File: src/rtl/mo_descriptor_scan_pkg.sv
// Shared types and constants for the motion-object descriptor scanner.
package mo_pkg;

  typedef struct packed {
    logic [7:0] pic;
    logic [3:0] row;
    logic [7:0] hpos;
    logic [7:0] attr;
  } mo_desc_t;

  typedef enum logic {
    W0 = 1'b0,
    W1 = 1'b1
  } scan_state_t;

  localparam logic [1:0] SAMPLE_PHASE = 2'b11;
  localparam logic [5:0] HITCNT_MAX   = 6'd63;

endpackage

File: src/rtl/mo_descriptor_scan_if.sv
// Valid/ready stream carrying one hit descriptor to the picture-ROM fetcher.
interface mo_descriptor_scan_if;
  import mo_pkg::*;

  logic       valid;
  logic       ready;
  logic [7:0] pic;
  logic [3:0] row;
  logic [7:0] hpos;
  logic [7:0] attr;

  modport master (output valid, pic, row, hpos, attr, input ready);
  modport slave  (input valid, pic, row, hpos, attr, output ready);

endinterface

File: src/rtl/mo_descriptor_scan_fifo.sv
// Synchronous descriptor FIFO with flush; a pop frees a slot for a push on the same edge.
module mo_fifo
  import mo_pkg::*;
#(
  parameter int DEPTH = 4
) (
  input  logic     clk,
  input  logic     reset_n,
  input  logic     flush,
  input  logic     push,
  input  mo_desc_t din,
  input  logic     pop,
  output mo_desc_t dout,
  output logic     full,
  output logic     empty
);

  localparam int AW = (DEPTH > 1) ? $clog2(DEPTH) : 1;
  localparam logic [AW:0] DEPTH_C = (AW + 1)'(DEPTH);

  mo_desc_t      mem [DEPTH];
  logic [AW-1:0] wr_ptr;
  logic [AW-1:0] rd_ptr;
  logic [AW:0]   count;
  logic          wr_en;
  logic          rd_en;

  assign full  = (count == DEPTH_C);
  assign empty = (count == '0);
  assign rd_en = pop && !empty;
  assign wr_en = push && (!full || rd_en);

  // Head is forced to zero when empty so the outputs are clean out of reset.
  assign dout = empty ? '0 : mem[rd_ptr];

  always_ff @(posedge clk) begin
    if (wr_en && !flush) begin
      mem[wr_ptr] <= din;
    end
  end

  always_ff @(posedge clk or negedge reset_n) begin
    if (!reset_n) begin
      wr_ptr <= '0;
      rd_ptr <= '0;
      count  <= '0;
    end else if (flush) begin
      wr_ptr <= '0;
      rd_ptr <= '0;
      count  <= '0;
    end else begin
      if (wr_en) wr_ptr <= wr_ptr + 1'b1;
      if (rd_en) rd_ptr <= rd_ptr + 1'b1;
      case ({wr_en, rd_en})
        2'b10:   count <= count + 1'b1;
        2'b01:   count <= count - 1'b1;
        default: count <= count;
      endcase
    end
  end

endmodule

File: src/rtl/mo_descriptor_scan.sv
// Pairs working-RAM words into motion-object descriptors and queues those on the line.
// Optional MO_SCAN_FLIP_EN adds a flip input that mirrors row and hpos.
//
// state | meaning
// W0    | waiting for word0 (vpos/pic) on an even slot
// W1    | word0 held, waiting for word1 (hpos/attr) on an odd slot
module mo_descriptor_scan
  import mo_pkg::*;
#(
  parameter int FIFO_DEPTH = 4,
  parameter int HEIGHT     = 16
) (
  input  logic        clk,
  input  logic        reset_n,
  input  logic [8:0]  hcount,
  input  logic [7:0]  vcount,
  input  logic        b2h,
  input  logic [15:0] sr,
`ifdef MO_SCAN_FLIP_EN
  input  logic        flip,
`endif
  output logic [5:0]  hit_count,
  output logic        overflow,
  output logic        miss,
  mo_descriptor_scan_if.master mo_out
);

  localparam logic [8:0] HEIGHT_C  = 9'(HEIGHT);
  localparam logic [3:0] ROW_MAX_C = 4'(HEIGHT - 1);

  scan_state_t state_q;
  scan_state_t state_d;

  logic       slot;
  logic       sample;
  logic       odd_word;
  logic       line_start;
  logic       latch_w0;
  logic       eval;
  logic [7:0] vpos_q;
  logic [7:0] pic_q;
  logic [7:0] diff;
  logic       hit;
  logic [3:0] row;
  logic [7:0] hpos;
  logic       pop;
  logic       fifo_full;
  logic       fifo_empty;
  mo_desc_t   entry;
  mo_desc_t   head;

  assign slot       = (hcount[1:0] == SAMPLE_PHASE);
  assign sample     = slot && !b2h;
  assign odd_word   = hcount[2];
  assign line_start = (hcount == 9'd0);

  always_ff @(posedge clk or negedge reset_n) begin
    if (!reset_n)        state_q <= W0;
    else if (line_start) state_q <= W0;
    else                 state_q <= state_d;
  end

  always_comb begin
    state_d = state_q;
    if (sample) begin
      case (state_q)
        W0:      if (!odd_word) state_d = W1;
        W1:      if (odd_word)  state_d = W0;
        default: state_d = W0;
      endcase
    end
  end

  // An even word in W1 simply replaces the held word0.
  always_comb begin
    latch_w0 = sample && !odd_word;
    eval     = sample && odd_word && (state_q == W1);
  end

  always_ff @(posedge clk or negedge reset_n) begin
    if (!reset_n) begin
      vpos_q <= '0;
      pic_q  <= '0;
    end else if (latch_w0) begin
      vpos_q <= sr[15:8];
      pic_q  <= sr[7:0];
    end
  end

  assign diff = vcount - vpos_q;
  assign hit  = eval && ({1'b0, diff} < HEIGHT_C);

`ifdef MO_SCAN_FLIP_EN
  assign row  = flip ? (ROW_MAX_C - diff[3:0]) : diff[3:0];
  assign hpos = flip ? ~sr[15:8] : sr[15:8];
`else
  assign row  = diff[3:0];
  assign hpos = sr[15:8];
`endif

  always_comb begin
    entry      = '0;
    entry.pic  = pic_q;
    entry.row  = row;
    entry.hpos = hpos;
    entry.attr = sr[7:0];
  end

  assign pop = mo_out.valid && mo_out.ready && !line_start;

  mo_fifo #(
    .DEPTH (FIFO_DEPTH)
  ) u_fifo (
    .clk     (clk),
    .reset_n (reset_n),
    .flush   (line_start),
    .push    (hit),
    .din     (entry),
    .pop     (pop),
    .dout    (head),
    .full    (fifo_full),
    .empty   (fifo_empty)
  );

  assign mo_out.valid = !fifo_empty;
  assign mo_out.pic   = head.pic;
  assign mo_out.row   = head.row;
  assign mo_out.hpos  = head.hpos;
  assign mo_out.attr  = head.attr;

  always_ff @(posedge clk or negedge reset_n) begin
    if (!reset_n) begin
      hit_count <= '0;
      overflow  <= 1'b0;
      miss      <= 1'b0;
    end else if (line_start) begin
      hit_count <= '0;
      overflow  <= 1'b0;
      miss      <= 1'b0;
    end else begin
      if (hit && (hit_count != HITCNT_MAX)) hit_count <= hit_count + 6'd1;
      // A full FIFO only drops the hit when no pop frees a slot on this edge.
      if (hit && fifo_full && !pop) overflow <= 1'b1;
      if (slot && b2h) miss <= 1'b1;
    end
  end

endmodule
File: src/flat_wrapper.sv
// flat-port wrapper written by rule: the top's interface ports become plain ports
module mo_descriptor_scan_flat import mo_pkg::*;
#(
  parameter int FIFO_DEPTH = 4,
  parameter int HEIGHT     = 16
)
  (clk, reset_n, hcount, vcount, b2h, sr, hit_count, overflow, miss, mo_out_valid, mo_out_pic, mo_out_row, mo_out_hpos, mo_out_attr, mo_out_ready);
  mo_descriptor_scan_if mo_out_i ();
  input  logic clk;
  input  logic reset_n;
  input  logic [8:0] hcount;
  input  logic [7:0] vcount;
  input  logic b2h;
  input  logic [15:0] sr;
  output logic [5:0] hit_count;
  output logic overflow;
  output logic miss;
  output wire logic [$bits(mo_out_i.valid)-1:0] mo_out_valid;
  output wire logic [$bits(mo_out_i.pic)-1:0] mo_out_pic;
  output wire logic [$bits(mo_out_i.row)-1:0] mo_out_row;
  output wire logic [$bits(mo_out_i.hpos)-1:0] mo_out_hpos;
  output wire logic [$bits(mo_out_i.attr)-1:0] mo_out_attr;
  input wire logic [$bits(mo_out_i.ready)-1:0] mo_out_ready;
  assign mo_out_valid = mo_out_i.valid;
  assign mo_out_pic = mo_out_i.pic;
  assign mo_out_row = mo_out_i.row;
  assign mo_out_hpos = mo_out_i.hpos;
  assign mo_out_attr = mo_out_i.attr;
  assign mo_out_i.ready = mo_out_ready;
  mo_descriptor_scan #(.FIFO_DEPTH(FIFO_DEPTH), .HEIGHT(HEIGHT)) u_core (.clk(clk), .reset_n(reset_n), .hcount(hcount), .vcount(vcount), .b2h(b2h), .sr(sr), .hit_count(hit_count), .overflow(overflow), .miss(miss), .mo_out(mo_out_i));
endmodule
File: config.mk
export PLATFORM = sky130hd
export DESIGN_NAME = mo_descriptor_scan_flat
export DESIGN_NICKNAME = d
export VERILOG_FILES = /design/src/rtl/mo_descriptor_scan_pkg.sv /design/src/rtl/mo_descriptor_scan_if.sv /design/src/rtl/mo_descriptor_scan_fifo.sv /design/src/rtl/mo_descriptor_scan.sv /design/src/flat_wrapper.sv
export SDC_FILE = /design/constraint.sdc
export NUM_CORES = 1
export LEC_CHECK = 0
export BUFFER_PORTS_ARGS = -buffer_cell sky130_fd_sc_hd__buf_2
export CAP_MARGIN = 20
export CORE_MARGIN = 3
export CORE_UTILIZATION = 56
export CTS_CLUSTER_DIAMETER = 50
export DETAILED_ROUTE_END_ITERATION = 16
export PLACE_DENSITY = 0.86
export SLEW_MARGIN = 10
export SYNTH_ARGS = -nofsm -noshare
export SYNTH_HDL_FRONTEND = slang
export SYNTH_HIERARCHICAL = 1
export SYNTH_SLANG_ARGS = --single-unit
File: constraint.sdc
create_clock -name clk -period 6.2 [get_ports clk]
set_clock_uncertainty 0.1 [all_clocks]
set_input_delay 0.62 -clock clk [delete_from_list [all_inputs] [get_ports clk]]
set_output_delay 0.62 -clock clk [all_outputs]
set_load 0.02 [all_outputs]
**Yosys cells after proc, flatten, opt, wreduce, memory -nomap -nowiden**

Memory sizes are Yosys's and may differ from the RTL's.
Cells that the tools add are included.

- Register bits after elaboration: 32
- Latch bits: 0
- Bits in writable memories: 112
- Memory bits (read-only): 0
- Word-level logic and storage cells: 70
- Memories: 1

- Add/sub/neg operators: 6
- Multipliers: 0
- Divide/modulo/power cells: 0
- Order comparisons: 1
- Eq/ne operators: 5
- Shifts and indexed selects: 0
- Multiplexer cells: 18
- Bitwise operators: 0
- Reductions and logical operators: 30

Memories:

| name | words | bits a word | read ports | clocked after memory_dff | wr ports | RTL line | source |
|---|---|---|---|---|---|---|---|
| u_core.u_fifo.mem | 4 | 28 | 1 | 0 | 1 | mo_descriptor_scan_fifo.sv:21 | `mo_desc_t mem [DEPTH];` |

Operators by type and width:

| kind | count |
|---|---|
| 28-bit two-way mux | 1 |
| 1-bit logical AND | 14 |
| 6-bit two-way mux | 2 |
| 2-bit nonzero test | 6 |
| 9-bit zero test | 1 |
| 1-bit two-way mux | 9 |
| 8-bit by 5-bit < comparator with 1-bit output, second input constant | 1 |
| 2-bit two-way mux | 4 |
| 8-bit subtractor | 1 |
| 6-bit by 1-bit adder with 6-bit output, second input constant | 1 |
| 1-bit zero test | 6 |
| 6-bit != test, second input constant | 1 |
| 3-bit case mux with 2 select lines | 1 |
| 2-bit by 1-bit adder with 2-bit output, second input constant | 2 |
| 2-bit equality test, second input constant | 2 |
| 3-bit by 1-bit adder with 3-bit output, second input constant | 1 |
| 3-bit equality test, second input constant | 1 |
| 3-bit zero test | 1 |
| 3-bit two-way mux | 1 |
| 3-bit nonzero test | 1 |
| 3-bit by 1-bit subtractor with 3-bit output, second input constant | 1 |
| 2-bit by 1-bit equality test with 1-bit output, second input constant | 1 |
| 1-bit logical OR | 1 |

**Logic depth before layout (Yosys ltp)**

Gate-level depths: netlist (run 1).

- Word-level depth: 10
- Depth in mapped cells: 14

**Hierarchy**

The synthesis (run 1) kept the hierarchy.

Modules (own cells, without submodules):

| module | times used | cells an instance | area an instance (µm²) | seq. area each (µm²) |
|---|---|---|---|---|
| mo_fifo | 1 | 245 | 4798.4 | 3538.4 |
| mo_descriptor_scan | 1 | 148 | 1448.9 | 625.6 |

**Least setup slack after synthesis (run 1)**

Ideal clock, no wire load.

- Path kind: input -> register
- Start: input port vcount[0]
- End: memory u_core/u_fifo/mem[0][0] (netlist name) (enable)
- Arrival time: 3608 ps
- Required time: 5713 ps
- Setup slack: 2105 ps
- Cell stages on the path: 12
- Cell sequence: inv_1 ha_1 fa_1 nand2b_1 a21oi_1 mux2i_1 nor2b_1 and3_1 clkbuf_1 inv_2 nor3_1 and2_1

- Longest elaborated chain between the ends: 7

RTL lines:

| item | RTL line | source |
|---|---|---|
| start, declared | flat_wrapper.sv:12 | `input logic [7:0] vcount;` |
| 8-bit subtractor | mo_descriptor_scan.sv:90 | `assign diff = vcount - vpos_q;` |
| 8-bit by 5-bit < comparator with 1-bit output | mo_descriptor_scan.sv:91 | `assign hit = eval && ({1'b0, diff} < HEIGHT_C);` |
| 1-bit logical AND | mo_descriptor_scan.sv:91 |  |
| named net u_core.hit | mo_descriptor_scan.sv:43 | `logic hit;` |
| 1-bit logical AND | mo_descriptor_scan_fifo.sv:31 | `assign wr_en = push && (!full \|\| rd_en);` |
| 1-bit logical AND | mo_descriptor_scan_fifo.sv:37 | `if (wr_en && !flush) begin` |
| 1-bit two-way mux | mo_descriptor_scan_fifo.sv:37 |  |
| 1-bit two-way mux (not written as such) | mo_descriptor_scan_fifo.sv:38 | `mem[wr_ptr] <= din;` |
| end, declared | mo_descriptor_scan_fifo.sv:21 |  |

The timed path passes the listed nets, and every way through them passes these cells.

**Worst setup path in the final report (run 1)**

- Start: register u_core.vpos_q[0]
- End: memory u_core/u_fifo/mem[2][13] (netlist name) (enable)

- Longest elaborated chain between the ends: 7

RTL lines:

| item | RTL line | source |
|---|---|---|
| start, declared | mo_descriptor_scan.sv:40 | `logic [7:0] vpos_q;` |
| start signal, assigned | mo_descriptor_scan.sv:85 | `vpos_q <= sr[15:8];` |
| 8-bit subtractor | mo_descriptor_scan.sv:90 |  |
| 8-bit by 5-bit < comparator with 1-bit output | mo_descriptor_scan.sv:91 |  |
| 1-bit logical AND | mo_descriptor_scan.sv:91 |  |
| named net u_core.hit | mo_descriptor_scan.sv:43 |  |
| 1-bit logical AND | mo_descriptor_scan_fifo.sv:31 |  |
| 1-bit logical AND | mo_descriptor_scan_fifo.sv:37 |  |
| 1-bit two-way mux | mo_descriptor_scan_fifo.sv:37 |  |
| 1-bit two-way mux (not written as such) | mo_descriptor_scan_fifo.sv:38 |  |

The timed path passes the listed nets, and every way through them passes these cells.

==> results by group, run 1 <==
Status
  • Status: finished, final reports clean

Die
  • # rows: 37
  • Initial core utilization: 58.9%
  • Die height: 112 um
  • Core Area: 0.0106 mm^2
  • Ports: 74
  • Die area: 0.0125 mm^2
  • Die W: 112 um

Synthesis
  • Syn nets: 444
  • Mean post-synth cell area: 15.9 um^2
  • Yosys warns: 6
  • Syn Inst Count: 393
  • Sequential share of the synthesized area: 66.7%
  • Share of the synthesized area in the top cell type: 53.8%
  • Top FF cell, synth: edfxtp_1
  • Asr flop ratio synth: 22.2%
  • Yosys cell types: 56
  • Syn Std Cell Area: 0.00625 mm^2
  • Yosys top cell by area: edfxtp_1
  • Number of synthesized flops with an enable pin: 112
  • Synth area leaders: edfxtp_1 54%, dfrtp_1 13%, mux4_2 10%
  • Yosys reg bits: 144

STA
  • Tmin final: 4.24 ns
  • Setup TNS: 0 ns
  • Setup WS post-layout: 1.96 ns
  • Max_slew headroom: 44.7%
  • RSZ-0062 raised after global routing: no
  • Fin. max-slew vios: 0
  • Worst-margin pin slew: 0.830 ns
  • Tcrit/Tclk final: 68.4%
  • Setup violations, final: 0
  • Fmax: 236 MHz
  • Final Hold Viols: 0

Clock tree
  • Post-CTS Setup Bufs: 0
  • Clock transition at the registers of the reported paths: 0.07 ns
  • CTS max path bufs: 2
  • Sinks on Clock Net: 144
  • Root buf cell: clkbuf_8
  • Clk Latency, worst-skew pair: 0.53 ns
  • Num CTS Buffers: 17
  • CTS tree: built
  • CTS resizes: 0
  • Hold Buf Count CTS: 0
  • Clock H-tree levels: 4

Setup path
  • Crit Path Max Fanout: 22
  • Worst setup EP type: flip-flop
  • Worst EP arrival: 4.33 ns
  • Crit path kind: flip-flop to flip-flop
  • Crit start category: flip-flop
  • Required time of the critical path: 6.29 ns

Drt
  • Final WL: 13.6 mm
  • Wirelength per Cell: 21.7 um
  • Drt pass-1 iters: 5
  • Initial DRC count: 341
  • Antenna-violating nets left: 0
  • Post-DR vias/cell: 6.08
  • DRC Markers: 0
  • Vias: 3812

Pwr
  • Comb pwr share: 29.6%
  • Max IR drop VDD: 258 uV
  • Net Switching: 0.998 mW
  • Leak Pwr: 2.81 nW
  • Seq pwr share: 37.6%
  • Clock network power share: 32.8%
  • PD cells: 421 mW/mm^2
  • Switch share: 31.9%
  • Internal power: 2.13 mW

GRT
  • First-pass GRT wire length: 21.7 mm
  • Largest net degree at the start of global routing: 33
  • All-Layer GR Usage: 22.9%
  • Vias in the first global route: 3910
  • Grt total ovfl: 0
  • Number of antenna violations at the first check in global routing: 0

Finish
  • Share of cells above drive strength 1: 33.2%
  • Fill cells: 669
  • ANT cells: 0
  • Nets@finish: 529
  • Synth-to-Final Area Change: 18.9%

Job
  • Max-Cap Viols: 0

Placement
  • DP HPWL: 8.07 mm
  • Port-buffer cells: 73
  • Routability cong.: 0.836
  • Worst slack, placed: 1.32 ns

Worst hold path
  • Worst hold path type: primary input to asynchronous set/reset pin
[state kept, by name (all words and copies together), names as in the netlist]
signal,count
u_core/hit_count,6
u_core/miss,1
u_core/overflow,1
u_core/pic_q,8
u_core/state_q,1
u_core/u_fifo/count,3
u_core/u_fifo/mem,112
u_core/u_fifo/rd_ptr,2
u_core/u_fifo/wr_ptr,2
u_core/vpos_q,8
[worst paths after layout]
kind                                                  endpoint  cells after the start                    startpoint  slack [ns]
setup reg to reg            u_core/u_fifo/mem[2][13]$_DFFE_PP_                     11  u_core/vpos_q[0]$_DFFE_PN0P_        1.96
min in group clk            u_core/u_fifo/mem[2][14]$_DFFE_PP_                      1                        sr[14]        0.24
setup / recovery            u_core/u_fifo/mem[2][13]$_DFFE_PP_                     11  u_core/vpos_q[0]$_DFFE_PN0P_        1.96
max in group asynchronous  u_core/u_fifo/rd_ptr[0]$_DFFE_PN0P_                      1                       reset_n        5.33
hold reg to reg                        u_core/miss$_DFFE_PN0P_                      2       u_core/miss$_DFFE_PN0P_        0.41
hold / removal                     u_core/pic_q[4]$_DFFE_PN0P_                      1                       reset_n        0.09
[cells in the final DEF, fill, tap and decap left out, drive strengths merged, types with 2 or more instances in the layout]
cell type	Yosys	final
nand3	3	3
o211ai	4	4
and3	3	3
a21oi	12	12
o31ai	2	2
bufinv	0	3
nor2b	32	32
nor2	14	14
o311ai	2	2
clkinvlp	0	4
inv	19	22
or3	3	3
clkbuf	11	17
xnor2	4	4
and2	5	5
and3b	2	2
mux2	10	10
a31oi	4	4
xor2	3	3
buf	7	84
a21o	2	2
clkinv	0	5
mux4	28	28
dfrtp	32	32
nand2b	5	5
or3b	3	3
ha	12	12
nand2	14	14
a211oi	2	2
or2	2	2
nor3	4	4
a41oi	2	2
o21ai	14	14
nor4	3	3
fa	2	2
edfxtp	112	112
[layout make-up]
class	count	area [um^2]	share of cell area [%]
Sequential cell	144	4170	56.1
Clock inverter	15	185	2.49
Multi-Input combinational cell	212	1950	26.2
Timing Repair Buffer	84	475	6.40
Inverter	19	71.3	0.960
Clock buffer	17	414	5.57
Tap cell	136	170	2.29
[cell usage after synthesis (2+ instances only)]
cell      number
edfxtp_1     112
dfrtp_1       32
nor2b_1       32
mux4_2        28
inv_1         18
nand2_1       14
nor2_1        14
ha_1          12
o21ai_0       12
a21oi_1       11
clkbuf_1      11
mux2_2        10
buf_2          6
and2_1         5
nand2b_1       5
a31oi_1        4
nor3_1         4
xnor2_1        4
and3_1         3
nand3_1        3
nor4_1         3
or3_1          3
or3b_1         3
xor2_1         3
a211oi_1       2
a21o_1         2
a41oi_1        2
and3b_1        2
fa_1           2
o211ai_1       2
o211ai_2       2
o21ai_1        2
o31ai_1        2
[per-stage QoR]
step           hold slack [ns]  area (um^2)  utilization, %  power [mW]  cells
2_1_floorplan            0.224         6250               -        1.84    393
3_3_place_gp             0.381         6780            64.0        2.07    592
3_5_place_dp             0.395         6780            64.0        2.09    592
4_1_cts                  0.103         7380            69.6        3.13    624
5_1_grt                  0.119         7430            70.1        3.26    627
6_report                0.0932         7430            70.1        3.13    627
[metal layers]
metal / global-route usage [%] / vias to the layer above / routed length, um
li1: - / 1670 / -
met1: 29.7 / 1926 / 5280
met2: 38.3 / 186 / 7120
met3: 5.22 / 30 / 941
met4: 8.11 / 0 / 261
met5: 0 / - / 0
[power by group through the flow]
stage	Sequential [mW]	Combinational [mW]	Clock [mW]
2_1_floorplan	1.15	0.691	0
3_3_place_gp	1.24	0.831	0
3_5_place_dp	1.24	0.855	0
4_1_cts	1.22	0.871	1.03
5_1_grt	1.19	0.997	1.08
6_report	1.18	0.927	1.02
[cell families (layout without fill, tap and decap cells)]
| logic type | Yosys count | in the layout | synth area share, % |
|---|---|---|---|
| xor gates and xnor gates | 7 | 7 | 0.981 |
| adders and majority gates | 14 | 14 | 3.04 |
| AOI/OAI and AO/OA | 52 | 52 | 5.61 |
| buffers and inverters | 37 | 135 | 2.40 |
| DFF | 144 | 144 | 66.7 |
| muxes | 39 | 39 | 12.1 |
| and+or+nand+nor | 100 | 100 | 9.25 |
[critical path, stage by stage, from the launching register on]
cell and delay [ns]:
dfrtp_1 0.40, ha_1 0.24, fa_1 0.44, nand2b_1 0.18
a21oi_1 0.19, mux2i_1 0.33, nor2b_1 0.24, and3_1 0.46
inv_2 0.13, nor3_1 0.35, and2_1 0.43, buf_4 0.41
No activity file was read; power rests on OpenSTA's default activity.
==> inputs of run 2 (changes only) <==
==> constraint.sdc (replaced) <==
create_clock -name clk -period 4.1 [get_ports clk]
set_clock_uncertainty 0.1 [all_clocks]
set_input_delay 0.41 -clock clk [delete_from_list [all_inputs] [get_ports clk]]
set_output_delay 0.41 -clock clk [all_outputs]
set_load 0.02 [all_outputs]
==> run 2 against run 1 <==
Final cell count grew 0.64%. Clock-buffer cell count grew 2. Core utilization is essentially flat. Largest power group unchanged. Critical path type unchanged.
==> results by group, run 2 (synthesis gave the netlist of run 1 again) <==
Status
  • Status: finished, final reports clean

Die
  • Ports: 74 (unchanged)
  • # rows: 37 (unchanged)
  • Initial core utilization: 58.9% (unchanged)
  • Die W: 112 um (unchanged)
  • Die area: 0.0125 mm^2 (unchanged)
  • Die height: 112 um (unchanged)
  • Core Area: 0.0106 mm^2 (unchanged)

Setup path
  • Required time of the critical path: 4.44 ns (-1.85 ns)
  • Crit Path Max Fanout: 3 (-86%)
  • Worst setup EP type: flip-flop
  • Crit path kind: flip-flop to flip-flop
  • Crit start category: flip-flop
  • Worst EP arrival: 4.05 ns (-0.28 ns)

Pwr
  • Comb pwr share: 30.0% (+0.4 points)
  • Net Switching: 1.47 mW (+47%)
  • Leak Pwr: 2.81 nW (+0.18%)
  • Clock network power share: 31.2% (-1.6 points)
  • Internal power: 3.16 mW (+48%)
  • Seq pwr share: 38.9% (+1.3 points)
  • Switch share: 31.8% (-0.17 points)
  • Max IR drop VDD: 398 uV (+54%)
  • Pwr Total: 4.62 mW (+48%)
  • PD cells: 622 mW/mm^2 (+48%)

Finish
  • Largest regs: u_core/u_fifo/mem (112), u_core/pic_q (8), u_core/vpos_q (8)
  • Fill cells: 655 (-2.1%)
  • Nets@finish: 533 (+0.76%)
  • Synth-to-Final Area Change: 19.0% (about the same)
  • Top reg by flops: u_core/u_fifo/mem
  • FF+latch area: 0.00417 mm^2 (unchanged)
  • Most common cell after layout, fill and taps aside: edfxtp_1
  • Max reg flops: 112 (unchanged)
  • ANT cells: 0 (unchanged)
  • Share of cells above drive strength 1: 33.1% (-0.066 points)
  • Most frequent cells in the layout: 112 x edfxtp_1, 73 x buf_2, 32 x nor2b_1, 31 x dfrtp_1, 28 x mux4_2
  • Multi-input logic area: 0.00195 mm^2 (unchanged)
  • Final Instance Area: 0.00743 mm^2 (about the same)

Placement
  • Worst slack, placed: 0.267 ns (-1.05 ns)
  • Port-buffer cells: 73 (unchanged)
  • Routability cong.: 0.848 (+1.4%)
  • DP HPWL: 8.11 mm (+0.46%)
  • Area post-placement: 0.00684 mm^2 (+0.92%)

GRT
  • Grt total ovfl: 0 (unchanged)
  • Vias in the first global route: 4000 (+2.3%)
  • All-Layer GR Usage: 22.4% (-0.45 points)
  • Number of antenna violations at the first check in global routing: 0 (unchanged)
  • Largest net degree at the start of global routing: 33 (unchanged)
  • First-pass GRT wire length: 21.3 mm (-1.7%)

Drt
  • Vias: 3769 (-1.1%)
  • Wirelength per Cell: 20.7 um (-4.8%)
  • Initial DRC count: 346 (+1.5%)
  • Antenna-violating nets left: 0 (unchanged)
  • Drt pass-1 iters: 4 (-1)
  • Post-DR vias/cell: 5.97 (-1.8%)
  • Final WL: 13.0 mm (-4.2%)
  • DRC Markers: 0 (unchanged)

Worst hold path
  • Worst hold path type: primary input to flip-flop

Clock tree
  • Root buf cell: clkbuf_8
  • Sinks on Clock Net: 144 (unchanged)
  • Clock H-tree levels: 4 (unchanged)
  • Clk Latency, worst-skew pair: 0.52 ns (about the same)
  • CTS max path bufs: 2 (unchanged)
  • Post-CTS Setup Bufs: 0 (unchanged)
  • CTS resizes: 0 (unchanged)
  • Num CTS Buffers: 17 (unchanged)
  • CTS tree: built
  • Clock transition at the registers of the reported paths: 0.07 ns (about the same)
  • Hold Buf Count CTS: 1 (+1)

STA
  • Setup TNS: 0 ns (unchanged)
  • Final Hold Viols: 0 (unchanged)
  • Fmax: 270 MHz (+14%)
  • Worst-margin pin slew: 0.782 ns (-0.0484 ns)
  • Tmin final: 3.71 ns (-0.534 ns)
  • RSZ-0062 raised after global routing: no
  • Setup WS post-layout: 0.392 ns (-1.57 ns)
  • Fin. max-slew vios: 0 (unchanged)
  • Tcrit/Tclk final: 90.4% (+22 points)
  • Worst Hold Slack: 0.0296 ns (-0.0636 ns)
  • Max_slew headroom: 47.9% (+3.2 points)
  • Setup violations, final: 0 (unchanged)

Job
  • Max-Cap Viols: 0 (unchanged)
==> run 2: cell count changes in the layout (fill, tap and decap cells not counted), sizes merged <==
cell         delta
buf             +3
clkbuf          +2
inv             -2
bufinv          -1
clkinv          +1
dlygate4sd3     +1
==> run 2: per-stage QoR <==
step / utilization [%] / cells
finish: 70.1 / 631
global route: 70.1 / 631
detailed placement: 64.6 / 597
CTS: 69.9 / 630
floorplan: - / 393
global placement: 64.6 / 597
==> run 2: final cells by class <==
| cell class | count | share of cell area [%] |
|---|---|---|
| Sequential cell | 144 | 56.0 |
| Multi-Input combinational cell | 212 | 26.2 |
| Timing Repair Buffer | 88 | 6.97 |
| Clock buffer | 19 | 5.67 |
| Tap cell | 136 | 2.29 |
| Clock inverter | 13 | 1.87 |
| Inverter | 19 | 0.959 |
==> run 2: worst paths after layout <==
path / from / endpoint / slack (ns) / cells after the start
min: sr[10] / u_core/u_fifo/mem[1][10]$_DFFE_PP_ / 0.03 / 1
max: u_core/vpos_q[0]$_DFFE_PN0P_ / u_core/u_fifo/count[2]$_DFFE_PN0P_ / 0.39 / 12
min reg2reg: u_core/miss$_DFFE_PN0P_ / u_core/miss$_DFFE_PN0P_ / 0.41 / 2
max reg2reg: u_core/vpos_q[0]$_DFFE_PN0P_ / u_core/u_fifo/count[2]$_DFFE_PN0P_ / 0.39 / 12
min in group asynchronous: reset_n / u_core/pic_q[4]$_DFFE_PN0P_ / 0.41 / 2
max in group asynchronous: reset_n / u_core/u_fifo/rd_ptr[0]$_DFFE_PN0P_ / 2.95 / 2
==> run 2: power by group through the flow <==
stage          Sequential (mW)  Clock [mW]  Combinational, mW
2_1_floorplan             1.74           0               1.05
3_3_place_gp              1.88           0               1.25
3_5_place_dp              1.89           0               1.29
4_1_cts                   1.86        1.46               1.31
5_1_grt                   1.81        1.53               1.50
6_report                  1.80        1.44               1.39
==> run 2: routing by layer <==
| layer | part of all wire [%] | wire, um | track usage (%) | vias to the layer above |
|---|---|---|---|---|
| met5 | 0 | 0 | 0 | - |
| met1 | 40 | 5250 | 28.9 | 1931 |
| li1 | - | - | - | 1680 |
| met2 | 52 | 6830 | 36.5 | 131 |
| met3 | 4.6 | 603 | 4.84 | 27 |
| met4 | 2.7 | 354 | 11.0 | 0 |
==> run 2: worst max-delay path: stages (launching register included) <==
cell	delay [ns]
dfrtp_1	0.38
ha_1	0.22
fa_1	0.41
nand2b_1	0.17
a21oi_1	0.17
mux2i_1	0.34
nor2b_1	0.26
and3_1	0.21
nor3b_1	0.07
fa_1	0.41
or3b_1	0.42
or3_1	0.31
a31oi_1	0.16
==> inputs of run 3 (changes only) <==
--- a/config.mk
+++ b/config.mk
@@ -7,11 +7,14 @@
 export LEC_CHECK = 0
 export BUFFER_PORTS_ARGS = -buffer_cell sky130_fd_sc_hd__buf_2
 export CAP_MARGIN = 20
+export CELL_PAD_IN_SITES_DETAIL_PLACEMENT = 2
+export CELL_PAD_IN_SITES_GLOBAL_PLACEMENT = 2
+export CORE_ASPECT_RATIO = 0.9
 export CORE_MARGIN = 3
-export CORE_UTILIZATION = 56
+export CORE_UTILIZATION = 42
 export CTS_CLUSTER_DIAMETER = 50
 export DETAILED_ROUTE_END_ITERATION = 16
-export PLACE_DENSITY = 0.86
+export PLACE_DENSITY = 0.88
 export SLEW_MARGIN = 10
 export SYNTH_ARGS = -nofsm -noshare
 export SYNTH_HDL_FRONTEND = slang
==> run 3 against run 2 <==
The run now ends with hold timing left. Sequential share of layout area shrank 0.57 points. Total power is 3.5% higher. Sequential power barely moved. Largest cell class unchanged. Worst hold slack got worse by 0.046 ns. Register-to-register slack worse by 0.16 ns. Cell area rose by 1.0%. Clock power is 6% higher. Critical endpoint unchanged. Fmax down 4.1%. Flip-flop and latch count is the same. Largest power group unchanged.
==> results by group, run 3 (synthesis gave the netlist of run 1 again) <==
Status
  • Status: complete, but fails checks
  • Failing checks: hold timing

Setup path
  • R2r worst-path depth: 12 (unchanged)
  • Path length in cells of the critical path: 12 (unchanged)
  • CP peak stage delay: 0.42 ns (about the same)
  • CP Cell Sequence: ha_1 > fa_1 > nand2b_1 > a21oi_1 > mux2i_2 > nor2b_2 > and3_2 > nor3b_1 > fa_1 > or3b_1 > or3_1 > a31oi_1
  • Worst EP arrival: 4.12 ns (+0.07 ns)
  • FF-to-FF setup slack: 0.23 ns (-0.16 ns)
  • Critical path startpoint: u_core/vpos_q[0]$_DFFE_PN0P_
  • Critical path endpoint: u_core/u_fifo/count[2]$_DFFE_PN0P_
  • Crit Path Max Fanout: 6 (+3)
  • Worst path buffer plus inverter count: 0 (unchanged)
  • R2r startpoint: u_core/vpos_q[0]$_DFFE_PN0P_
  • Required time of the critical path: 4.35 ns (-0.09 ns)
  • Crit path kind: flip-flop to flip-flop
  • Crit start category: flip-flop
  • Cell repeated most along the worst path: fa_1
  • CP max-delay cell: fa_1
  • Worst setup EP type: flip-flop
  • CP top delay family: simple AND/OR/NAND/NOR gates
  • R2r endpoint: u_core/u_fifo/count[2]$_DFFE_PN0P_

Die
  • Die area: 0.0164 mm^2 (+31%)
  • Core Area: 0.0143 mm^2 (+35%)
  • Ports: 74 (unchanged)
  • Initial core utilization: 43.8% (-15 points)
  • Die W: 135 um (+21%)
  • # rows: 41 (+11%)
  • Die height: 122 um (+9.0%)

GRT
  • First-pass GRT wire length: 27.4 mm (+29%)
  • Largest net degree at the start of global routing: 33 (unchanged)
  • Number of antenna violations at the first check in global routing: 0 (unchanged)
  • Vias in the first global route: 4534 (+13%)
  • Grt total ovfl: 0 (unchanged)
  • All-Layer GR Usage: 23.2% (+0.77 points)

Drt
  • Wirelength per Cell: 25.9 um (+25%)
  • Drt pass-1 iters: 4 (unchanged)
  • Post-DR vias/cell: 5.60 (-6.2%)
  • Vias: 3855 (+2.3%)
  • Final WL: 17.8 mm (+37%)
  • DRC Markers: 0 (unchanged)
  • Initial DRC count: 246 (-29%)
  • Antenna-violating nets left: 0 (unchanged)

Pwr
  • Seq pwr share: 37.8% (-1.1 points)
  • Internal power: 3.21 mW (+1.8%)
  • Net Switching: 1.57 mW (+7.2%)
  • Max IR drop VDD: 308 uV (-23%)
  • Comb pwr share: 30.4% (+0.4 points)
  • Leak Pwr: 2.83 nW (+0.63%)
  • Switch share: 32.9% (+1.1 points)
  • PD cells: 637 mW/mm^2 (+2.5%)
  • Clock network power share: 31.7% (+0.5 points)

Clock tree
  • CTS tree: built
  • CTS max path bufs: 2 (unchanged)
  • Sinks on Clock Net: 144 (unchanged)
  • Root buf cell: clkbuf_16
  • Post-CTS Setup Bufs: 0 (unchanged)
  • Num CTS Buffers: 17 (unchanged)
  • CTS resizes: 0 (unchanged)
  • Clk Latency, worst-skew pair: 0.43 ns (-0.09 ns)
  • Clock H-tree levels: 4 (unchanged)
  • Clock transition at the registers of the reported paths: 0.06 ns (about the same)
  • Hold Buf Count CTS: 0 (-1)

Finish
  • Nets@finish: 534 (+0.19%)
  • Most common cell after layout, fill and taps aside: edfxtp_1
  • Final Instance Area: 0.00751 mm^2 (+1.0%)
  • Fill cells: 1315 (+100%)
  • Synth-to-Final Area Change: 20.2%
  • Max reg flops: 112 (unchanged)
  • Top reg by flops: u_core/u_fifo/mem
  • Most frequent cells in the layout: 112 x edfxtp_1, 73 x buf_2, 31 x nor2b_1, 31 x dfrtp_1, 28 x mux4_2
  • Share of cells above drive strength 1: 34.1% (+1.0 points)
  • Largest regs: u_core/u_fifo/mem (112), u_core/pic_q (8), u_core/vpos_q (8)
  • ANT cells: 0 (unchanged)

Placement
  • Area post-placement: 0.00693 mm^2 (+1.2%)
  • Port-buffer cells: 73 (unchanged)
  • DP HPWL: 11.9 mm (+47%)
  • Routability cong.: 0.767 (-9.5%)

STA
  • Max_slew headroom: 42.1% (-5.8 points)
  • Worst Hold Slack: -0.0164 ns (-0.0460 ns)
  • Tcrit/Tclk final: 94.3% (+3.9 points)
  • Final Hold Viols: 8 (+8)
  • Tmin final: 3.87 ns (+0.159 ns)
  • RSZ-0062 raised after global routing: no
  • Setup TNS: 0 ns (unchanged)
  • Fmax: 259 MHz (-4.1%)
  • Worst-margin pin slew: 0.868 ns (+0.0863 ns)
  • Fin. max-slew vios: 0 (unchanged)
  • Setup violations, final: 0 (unchanged)

Worst hold path
  • Worst hold path type: primary input to asynchronous set/reset pin

Job
  • Max-Cap Viols: 0 (unchanged)
-- run 3: changes by cell type in the layout (fill, tap and decap cells not counted), sizes merged --
cell,before,now
dlygate4sd3,1,0
clkinvlp,4,1
buf,87,89
clkbuf,19,22
clkinv,6,5
-- run 3: final cells by class --
class / count / area [um^2] / share of cell area [%]
Tap cell: 193 / 241 / 3.22
Clock inverter: 9 / 109 / 1.45
Sequential cell: 144 / 4170 / 55.5
Inverter: 19 / 71.3 / 0.950
Timing Repair Buffer: 89 / 498 / 6.63
Multi-Input combinational cell: 212 / 1960 / 26.1
Clock buffer: 22 / 464 / 6.18
-- run 3: through the flow --
| step | cells | setup slack [ns] | power (mW) | util [%] |
|---|---|---|---|---|
| 5_1_grt | 688 | 0.0470 | 5.00 | 52.7 |
| 6_report | 688 | 0.233 | 4.79 | 52.7 |
| 2_1_floorplan | 393 | 0.215 | 2.79 | - |
| 3_5_place_dp | 657 | -0.109 | 3.29 | 48.6 |
| 3_3_place_gp | 657 | 0.204 | 3.18 | 48.6 |
| 4_1_cts | 688 | 0.0615 | 4.85 | 52.6 |
-- run 3: worst min-delay path by stage --
stage | start | endpoint
floorplan | reset_n | u_core/hit_count[0]$_DFFE_PN0P_
global placement | u_core/miss$_DFFE_PN0P_ | u_core/miss$_DFFE_PN0P_
detailed placement | u_core/miss$_DFFE_PN0P_ | u_core/miss$_DFFE_PN0P_
CTS | reset_n | u_core/miss$_DFFE_PN0P_
global route | reset_n | u_core/pic_q[5]$_DFFE_PN0P_
finish | reset_n | u_core/pic_q[5]$_DFFE_PN0P_
-- run 3: metal layers --
layer  share of wire (%)  GRT usage, %  up-vias
met4                 3.1          10.9        0
met3                 4.4          5.49       40
met2                  54          42.0      103
li1                    -             -     1678
met1                  38          26.0     2034
met5                   0             0        -
-- run 3: power by group through the flow --
stage	registers [mW]	logic, mW	clock network (mW)
after floorplan	1.74	1.05	0
after global placement	1.82	1.36	0
after detailed placement	1.84	1.45	0
after CTS	1.81	1.48	1.55
after global routing	1.83	1.58	1.60
final	1.81	1.46	1.52
